### src/rtl/mod_engine_scheduler.sv
// Round-robin arbiter sharing one bit-serial modulo engine across requesters.
// Optional engine watchdog with abort: define SCHED_TIMEOUT_EN.
module mod_engine_scheduler #(
  parameter int NUM_REQ        = 4,
  parameter int WIDTH          = 9,
  parameter int ID_W           = $clog2(NUM_REQ),
  parameter int TIMEOUT_CYCLES = 4096
) (
  input  logic                     clk,
  input  logic                     rst_n,
  input  logic [NUM_REQ-1:0]       req_valid,
  output logic [NUM_REQ-1:0]       req_ready,
  input  logic [NUM_REQ*WIDTH-1:0] req_dividend,
  input  logic [NUM_REQ*WIDTH-1:0] req_divisor,
  output logic                     eng_start,
  output logic                     eng_abort,
  output logic [WIDTH-1:0]         eng_dividend,
  output logic [WIDTH-1:0]         eng_divisor,
  input  logic                     eng_done,
  input  logic [WIDTH-1:0]         eng_remainder,
  output logic                     rsp_valid,
  input  logic                     rsp_ready,
  output logic [ID_W-1:0]          rsp_id,
  output logic [WIDTH-1:0]         rsp_remainder,
  output logic                     rsp_divisible,
  output logic                     rsp_err,
  output logic                     busy
);

  typedef enum logic [1:0] {
    IDLE,
    ISSUE,
    WAIT,
    RESP
  } state_e;

  localparam logic [ID_W-1:0] PTR_RST =
    ID_W'(NUM_REQ - 1);

  state_e           state_q, state_d;
  logic [ID_W-1:0]  ptr_q, ptr_d;
  logic [ID_W-1:0]  id_q, id_d;
  logic [WIDTH-1:0] dvd_q, dvd_d;
  logic [WIDTH-1:0] dvs_q, dvs_d;
  logic [WIDTH-1:0] rem_q, rem_d;
  logic             err_q, err_d;

  logic             gnt_found;
  logic [ID_W-1:0]  gnt_id;
  logic [ID_W-1:0]  idx;
  logic [WIDTH-1:0] sel_dvd;
  logic [WIDTH-1:0] sel_dvs;
  logic             tmo;

  // First valid requester after the last winner, wrapping.
  always_comb begin
    gnt_found = 1'b0;
    gnt_id    = '0;
    idx       = '0;
    for (int k = 1; k <= NUM_REQ; k++) begin
      idx = ID_W'((int'(ptr_q) + k) % NUM_REQ);
      if (!gnt_found && req_valid[idx]) begin
        gnt_found = 1'b1;
        gnt_id    = idx;
      end
    end
  end

  assign sel_dvd = req_dividend[int'(gnt_id)*WIDTH +: WIDTH];
  assign sel_dvs = req_divisor[int'(gnt_id)*WIDTH +: WIDTH];

`ifdef SCHED_TIMEOUT_EN
  localparam int CNT_W = $clog2(TIMEOUT_CYCLES + 1);

  logic [CNT_W-1:0] cnt_q, cnt_d;

  always_comb begin
    cnt_d = '0;
    if (state_q == WAIT) begin
      cnt_d = cnt_q + 1'b1;
    end
  end

  always_ff @(posedge clk or negedge rst_n) begin
    if (!rst_n) begin
      cnt_q <= '0;
    end else begin
      cnt_q <= cnt_d;
    end
  end

  // Fires on the last allowed WAIT cycle; a same-cycle done wins.
  assign tmo = (state_q == WAIT) && !eng_done &&
               (cnt_q == CNT_W'(TIMEOUT_CYCLES - 1));
  assign eng_abort = tmo;
`else
  assign tmo       = (TIMEOUT_CYCLES < 0);
  assign eng_abort = 1'b0;
`endif

  always_comb begin
    state_d   = state_q;
    ptr_d     = ptr_q;
    id_d      = id_q;
    dvd_d     = dvd_q;
    dvs_d     = dvs_q;
    rem_d     = rem_q;
    err_d     = err_q;
    req_ready = '0;
    eng_start = 1'b0;
    unique case (state_q)
      IDLE: begin
        if (gnt_found) begin
          req_ready = NUM_REQ'(1) << gnt_id;
          ptr_d     = gnt_id;
          id_d      = gnt_id;
          dvd_d     = sel_dvd;
          dvs_d     = sel_dvs;
          if (sel_dvs == '0) begin
            rem_d   = sel_dvd;
            err_d   = 1'b1;
            state_d = RESP;
          end else begin
            rem_d   = '0;
            err_d   = 1'b0;
            state_d = ISSUE;
          end
        end
      end
      ISSUE: begin
        eng_start = 1'b1;
        state_d   = WAIT;
      end
      WAIT: begin
        if (eng_done) begin
          rem_d   = eng_remainder;
          state_d = RESP;
        end else if (tmo) begin
          rem_d   = '0;
          err_d   = 1'b1;
          state_d = RESP;
        end
      end
      RESP: begin
        if (rsp_ready) begin
          state_d = IDLE;
        end
      end
      default: state_d = IDLE;
    endcase
  end

  always_ff @(posedge clk or negedge rst_n) begin
    if (!rst_n) begin
      state_q <= IDLE;
      ptr_q   <= PTR_RST;
      id_q    <= '0;
      dvd_q   <= '0;
      dvs_q   <= '0;
      rem_q   <= '0;
      err_q   <= 1'b0;
    end else begin
      state_q <= state_d;
      ptr_q   <= ptr_d;
      id_q    <= id_d;
      dvd_q   <= dvd_d;
      dvs_q   <= dvs_d;
      rem_q   <= rem_d;
      err_q   <= err_d;
    end
  end

  assign busy          = (state_q != IDLE);
  assign rsp_valid     = (state_q == RESP);
  assign rsp_id        = id_q;
  assign rsp_remainder = rem_q;
  assign rsp_err       = err_q;
  assign rsp_divisible = rsp_valid && !err_q &&
                         (rem_q == '0);
  assign eng_dividend  = dvd_q;
  assign eng_divisor   = dvs_q;

endmodule

### config.mk
export PLATFORM = sky130hd
export DESIGN_NAME = mod_engine_scheduler
export DESIGN_NICKNAME = d
export VERILOG_FILES = /design/src/rtl/mod_engine_scheduler.sv
export SDC_FILE = /design/constraint.sdc
export NUM_CORES = 1
export LEC_CHECK = 0
export BUFFER_PORTS_ARGS = -buffer_cell sky130_fd_sc_hd__buf_2
export CORE_AREA = 2 2 91 67
export DETAILED_ROUTE_END_ITERATION = 10
export DIE_AREA = 0 0 93 69
export PLACE_DENSITY_LB_ADDON = 0.05
export SYNTH_ARGS = -nofsm -noshare
export SYNTH_HDL_FRONTEND = slang
export SYNTH_SLANG_ARGS = --single-unit
### constraint.sdc
create_clock -name clk -period 3.35 [get_ports clk]
set_clock_uncertainty 0.05 [all_clocks]
set_input_delay 0.67 -clock clk [delete_from_list [all_inputs] [get_ports clk]]
set_output_delay 0.67 -clock clk [all_outputs]
set_load 0.1 [all_outputs]
After elaboration in Yosys (flattened, before gate mapping)
Index checks and enable logic that the tools add are counted.
{ "word_totals": {"register_bits": 34, "output_inout_bits": 39, "input_bits": 89, "wordCells": 71} }
{ "classes": {"mux": 29, "n_shift": 3, "addsub": 4, "multipliers": 1, "n_lt_le_gt_ge": 4, "reduce_logical": 17, "n_eq_ne": 6} }
{ "ops": {"columns": ["operator", "n"], "rows": [
  ["indexed part select 36 x 32 -> 9 bit", 1],
  ["indexed part select 36 x 7 -> 9 bit", 1],
  ["2-to-1 mux 9 bit", 3],
  ["zero test 9 bit", 2],
  ["case mux 9 bit (2 select lines)", 1],
  ["2-to-1 mux 2 bit", 8],
  ["< comparator 2 x 3 -> 1 bit (second input constant)", 4],
  ["2-to-1 mux 1 bit", 10],
  ["binary-select mux 1 bit (select 2 bit)", 4],
  ["2-to-1 mux 4 bit", 2],
  ["case mux 2 bit (4 select lines)", 1],
  ["multiplier 2 x 4 -> 6 bit (second input constant)", 1],
  ["AND reduction 3 bit", 2],
  ["logical AND 1 bit", 5],
  ["adder 2 x 1 -> 2 bit (second input constant)", 2],
  ["adder 2 bit (second input constant)", 2],
  ["== test 2 bit (second input constant)", 2],
  ["zero test 1 bit", 4],
  ["inequality test 2 bit (second input constant)", 2],
  ["nonzero test 2 bit", 2],
  ["<< shifter 1 x 2 -> 4 bit (first input constant)", 1],
  ["== test 2 x 1 -> 1 bit (second input constant)", 1],
  ["zero test 2 bit", 1],
  ["inequality test 2 x 1 -> 1 bit (second input constant)", 1],
  ["AND reduction 2 bit", 1]
]} }

Logic depth before layout (Yosys ltp)
{ "depth": {"depth_word": 19, "mapped_depth": 11, "ltp_nobuf": 8} }

Worst setup path after synthesis
Ideal clock, no wire load.
{ "synth_path": {"kind": "register to output", "from": "register state_q[0]", "to": "output rsp_divisible", "path_stages_with_launch": 5, "n_path_buf": 0, "required_time_ns": 2.630, "t_arrival_ns": 4.391, "slack_ns": -1.761, "cell_sequence": "dfrtp_1 ha_1 nor4b_1 nand2_1 nor4_1"} }
{ "synth_via": {"elab_chain_cells": 3} }
{ "synth_rtl": {"columns": ["element", "line", "rtl"], "rows": [
  ["start: declaration", "40", "state_e state_q, state_d;"],
  ["start signal: assignment", "163", "state_q <= state_d;"],
  ["== test 2 bit", "174", "assign rsp_valid = (state_q == RESP);"],
  ["net rsp_valid", "21", "output logic rsp_valid,"],
  ["logical AND 1 bit (2 in a row)", "178", "assign rsp_divisible = rsp_valid && !err_q &&"],
  ["end: declaration", "25", "output logic rsp_divisible,"]
]} }
The timed path passes the listed nets, and every way through them passes these cells.

Worst setup path in the final report
{ "layout_path": {"from": "register ptr_q[1]", "to": "output req_ready[2]"} }
{ "layout_via": {"elab_chain_cells": 16, "word_cells_on_any_way": 29, "classes_between": "4 x add/sub; 1 x shift; 18 x mux; 6 x reduce/logical"} }
{ "layout_rtl": {"columns": ["element", "line", "rtl"], "rows": [
  ["start: declaration", "41", "logic [ID_W-1:0] ptr_q, ptr_d;"],
  ["start signal: assignment", "164", "ptr_q <= ptr_d;"],
  ["adder 2 x 1 -> 2 bit", "61", "idx = ID_W'((int'(ptr_q) + k) % NUM_REQ);"],
  ["binary-select mux 1 bit (select 2 bit)", "62", "if (!gnt_found && req_valid[idx]) begin"],
  ["2-to-1 mux 1 bit (implied by the code)", "62", null],
  ["2-to-1 mux 1 bit", "62", null],
  ["zero test 1 bit", "62", null],
  ["logical AND 1 bit", "62", null],
  ["2-to-1 mux 1 bit", "62", null],
  ["zero test 1 bit", "62", null],
  ["logical AND 1 bit", "62", null],
  ["2-to-1 mux 1 bit", "62", null],
  ["zero test 1 bit", "62", null],
  ["logical AND 1 bit", "62", null],
  ["2-to-1 mux 2 bit", "62", null],
  ["<< shifter 1 x 2 -> 4 bit", "114", "req_ready = NUM_REQ'(1) << gnt_id;"],
  ["2-to-1 mux 4 bit (*)", "113", "if (gnt_found) begin"],
  ["2-to-1 mux 4 bit (*)", "111", "unique case (state_q)"],
  ["end: declaration", "12", "output logic [NUM_REQ-1:0] req_ready,"]
]} }
Every way passes the cells marked *; elsewhere a longest branch is shown, timed or not. The select of a mux whose other input is x is not followed.

==> flow_summary.rst <==
.. list-table::
   :header-rows: 1

   * - Metric
     - Value
   * - Via total after detailed routing
     - 2,662
   * - Critical path type
     - reg -> out
   * - Multi-input gate area
     - 0.00144 sq mm
   * - Post-CTS Setup Inserts
     - 0
   * - Critical path endpoint category
     - output pin
   * - Die height
     - 69 microns
   * - Rows
     - 23
   * - Async SR Flop Fraction
     - 1.00
   * - Netlist area before placement
     - 0.00242 sq mm
   * - Global router's overall resource usage
     - 0.224
   * - Commonest cells after routing, fill and taps aside
     - sky130_fd_sc_hd__buf_2 (125), sky130_fd_sc_hd__nand2_1 (85), sky130_fd_sc_hd__nor2_1 (45)
   * - CTS root buffer
     - sky130_fd_sc_hd__clkbuf_8
   * - Fill cell instance count of the final layout
     - 568
   * - Tcrit/Tclk final
     - 0.917
   * - Placer's final routability congestion estimate
     - 0.863
   * - Most area-hungry cell type in the Yosys netlist
     - sky130_fd_sc_hd__dfrtp_1
   * - Reg area
     - 853 sq um
   * - Slew headroom
     - 0.482
   * - CP Data Required Time
     - 2.63 ns
   * - Maximum fanout along the worst path
     - 8
   * - H-Tree Level Count
     - 2
   * - Total number of clock tree sinks
     - 34
   * - Fraction of final layout cells sized beyond drive strength 1
     - 0.388
   * - Nature of the critical path startpoint
     - flop
   * - Slew @ Worst Pin
     - 0.777 ns
   * - Clock tree from TritonCTS
     - yes
   * - Wire length of the first global-routing pass
     - 11.5 mm
   * - DR DRC count
     - 0
   * - Main combinational cell family by area after synthesis
     - compound AO/OA/AOI/OAI gates
   * - Final antenna-violating net count
     - 0
   * - Number of synthesized flops with an enable pin
     - 0
   * - Core utilization of the finished layout
     - 0.585
   * - Maximum count of clock buffers along a single path
     - 2
   * - Commonest non-fill, non-tap cell in the layout
     - sky130_fd_sc_hd__buf_2
   * - Layout overhead on the synthesized area
     - 33.6%
   * - Area share of the largest cell type after synthesis
     - 0.331
   * - Final #Nets
     - 530
   * - Vias in the first global route
     - 2,363
   * - Post_cts resized
     - 0
   * - Run status
     - finished, final reports clean
   * - Main synth FF type
     - sky130_fd_sc_hd__dfrtp_1
   * - Synthesis warning total
     - 0
   * - Kind of path behind the tightest hold check
     - in -> async
   * - Synth Register Bits
     - 34
   * - Detailed-placement wirelength estimate
     - 5.56 mm
   * - Post-Synthesis Cells
     - 321
   * - Routed wire length per instance
     - 13.8 microns
   * - Number of primary I/O pins
     - 128
   * - Final-report hold violation count
     - 0
   * - Clock latency on the worst-skew pair
     - 0.28 ns
   * - Area share of and/or/nand/nor cells after synthesis
     - 0.272
   * - Xor-xnor portion of the synthesized cell area
     - 0
   * - Depth of the worst register-to-register path
     - 7
   * - Max Clock Freq
     - 326 MHz
   * - Pins over their slew limit
     - 0
   * - Die width
     - 93 microns
   * - Effective utilization at floorplan
     - 0.438
   * - Average footprint of a synthesized cell
     - 7.54 sq um
   * - Area of the die
     - 0.00642 sq mm
   * - Distinct cells, synth
     - 47
   * - Number of antenna violations at the first check in global routing
     - 0
   * - First-iteration detailed-routing DRC count
     - 71
   * - Cts-stage hold buffer count
     - 0
   * - Seq/Total Area, Yosys
     - 0.352
   * - Share of synthesized cell area in full adder, half adder and majority cells
     - 0.0207
   * - Arr. time, crit path
     - 2.35 ns
   * - Multiplexer share of the synthesized area
     - 0.00620
   * - Quantity of I/O buffers inserted on ports
     - 126
   * - Shortest clock period the worst path allows after layout
     - 3.07 ns
   * - Antenna cells
     - 0
   * - Setup TNS
     - 0 ns
   * - Unrepaired setup endpoints after global routing
     - no
   * - Clock transition at the registers of the reported paths
     - 0.08 ns
   * - Maximum number of pins on one net before global-route repair
     - 35
   * - Wire length reported by the detailed router
     - 7.05 mm
   * - Max-cap violations
     - 0
   * - Number of buffers created by CTS
     - 5
   * - Ranking of synthesized cells by area
     - sky130_fd_sc_hd__dfrtp_1 (33%), sky130_fd_sc_hd__nand2_1 (13%), sky130_fd_sc_hd__nor2_1 (7.4%)
   * - Setup violations, final
     - 0
   * - Drt via density
     - 5.19
   * - Compound-Gate Fraction of Synth Area
     - 0.276
   * - Number of iterations in the first detailed-routing pass
     - 5
   * - Post-Synthesis Net Count
     - 414
   * - Total gr overflow
     - 0
   * - Area of the core
     - 0.00553 sq mm
[state kept, by name (all words and copies together), names as in the netlist]
signal	cells
state_q	2
rsp_id	2
eng_dividend	9
ptr_q	2
rsp_err	1
eng_divisor	9
rsp_remainder	9
[per-stage QoR]
stage	area, sq um	std cells	worst slack (ns)	hold slack, ns
global placement	3140	505	0.245	0.410
floorplan	2460	321	0.0286	0.324
global route	3230	513	0.150	0.457
detailed placement	3140	505	0.168	0.414
finish	3230	513	0.280	0.405
CTS	3230	513	0.272	0.432
[cells in the mapped netlist (2+ instances only)]
| library cell | instances |
|---|---|
| sky130_fd_sc_hd__o21ai_0 | 20 |
| sky130_fd_sc_hd__inv_1 | 5 |
| sky130_fd_sc_hd__nand2_1 | 85 |
| sky130_fd_sc_hd__a21o_1 | 2 |
| sky130_fd_sc_hd__nor4_1 | 3 |
| sky130_fd_sc_hd__clkbuf_1 | 16 |
| sky130_fd_sc_hd__o21a_1 | 2 |
| sky130_fd_sc_hd__nand3_1 | 11 |
| sky130_fd_sc_hd__o21ai_1 | 12 |
| sky130_fd_sc_hd__a21oi_1 | 3 |
| sky130_fd_sc_hd__dfrtp_1 | 32 |
| sky130_fd_sc_hd__buf_2 | 2 |
| sky130_fd_sc_hd__o22ai_1 | 4 |
| sky130_fd_sc_hd__buf_4 | 3 |
| sky130_fd_sc_hd__buf_6 | 4 |
| sky130_fd_sc_hd__o31ai_1 | 8 |
| sky130_fd_sc_hd__a221oi_1 | 13 |
| sky130_fd_sc_hd__nor2_1 | 48 |
| sky130_fd_sc_hd__ha_1 | 4 |
| sky130_fd_sc_hd__nand2b_1 | 3 |
| sky130_fd_sc_hd__buf_1 | 3 |
| sky130_fd_sc_hd__o31ai_2 | 9 |
| sky130_fd_sc_hd__o211ai_1 | 3 |
| sky130_fd_sc_hd__o311ai_1 | 2 |
| sky130_fd_sc_hd__dfstp_2 | 2 |
[critical path, cell delays in order, from the launching register on]
cell	delay, ns
sky130_fd_sc_hd__dfstp_2	0.60
sky130_fd_sc_hd__mux2_4	0.33
sky130_fd_sc_hd__a21boi_4	0.24
sky130_fd_sc_hd__o21a_1	0.23
sky130_fd_sc_hd__nand2_1	0.14
sky130_fd_sc_hd__nor2_2	0.10
sky130_fd_sc_hd__buf_2	0.42
[cell type report]
| class | instances | area share |
|---|---|---|
| tap | 75 | 0.0290 |
| timing repair buffer | 137 | 0.225 |
| clock inverter | 2 | 0.00387 |
| sequential | 34 | 0.264 |
| multi-input combinational | 253 | 0.446 |
| clock buffer | 6 | 0.0255 |
| inverter | 6 | 0.00696 |
[layer usage]
layer | GRT usage | vias to the layer above | share of wire
met5 | 0 | - | 0
met4 | 0.0441 | 0 | 0.00028
met3 | 0.0492 | 2 | 0.071
met2 | 0.333 | 98 | 0.44
met1 | 0.334 | 1219 | 0.49
li1 | - | 1343 | -
[worst paths after layout]
path	from	endpoint	slack (ns)
worst min-delay path	rst_n	eng_divisor[3]	0.40
min in group clk	rsp_id[0]	rsp_id[0]	0.43
worst max-delay path	ptr_q[1]	req_ready[2]	0.28
max in group asynchronous	rst_n	eng_dividend[7]	2.34
worst min register to register	rsp_id[0]	rsp_id[0]	0.43
worst max register to register	ptr_q[1]	rsp_remainder[2]	0.31
[cells by family after synthesis]
| family | after synthesis |
|---|---|
| AOI/OAI and AO/OA | 88 |
| adders and majority gates | 4 |
| buffers and inverters | 34 |
| DFF | 34 |
| muxes | 1 |
| other | 1 |
| and+or+nand+nor | 159 |
Power is left out: the tool's default activity adds up to more than one toggle a clock period on the data nets, which glitch-free logic cannot reach.
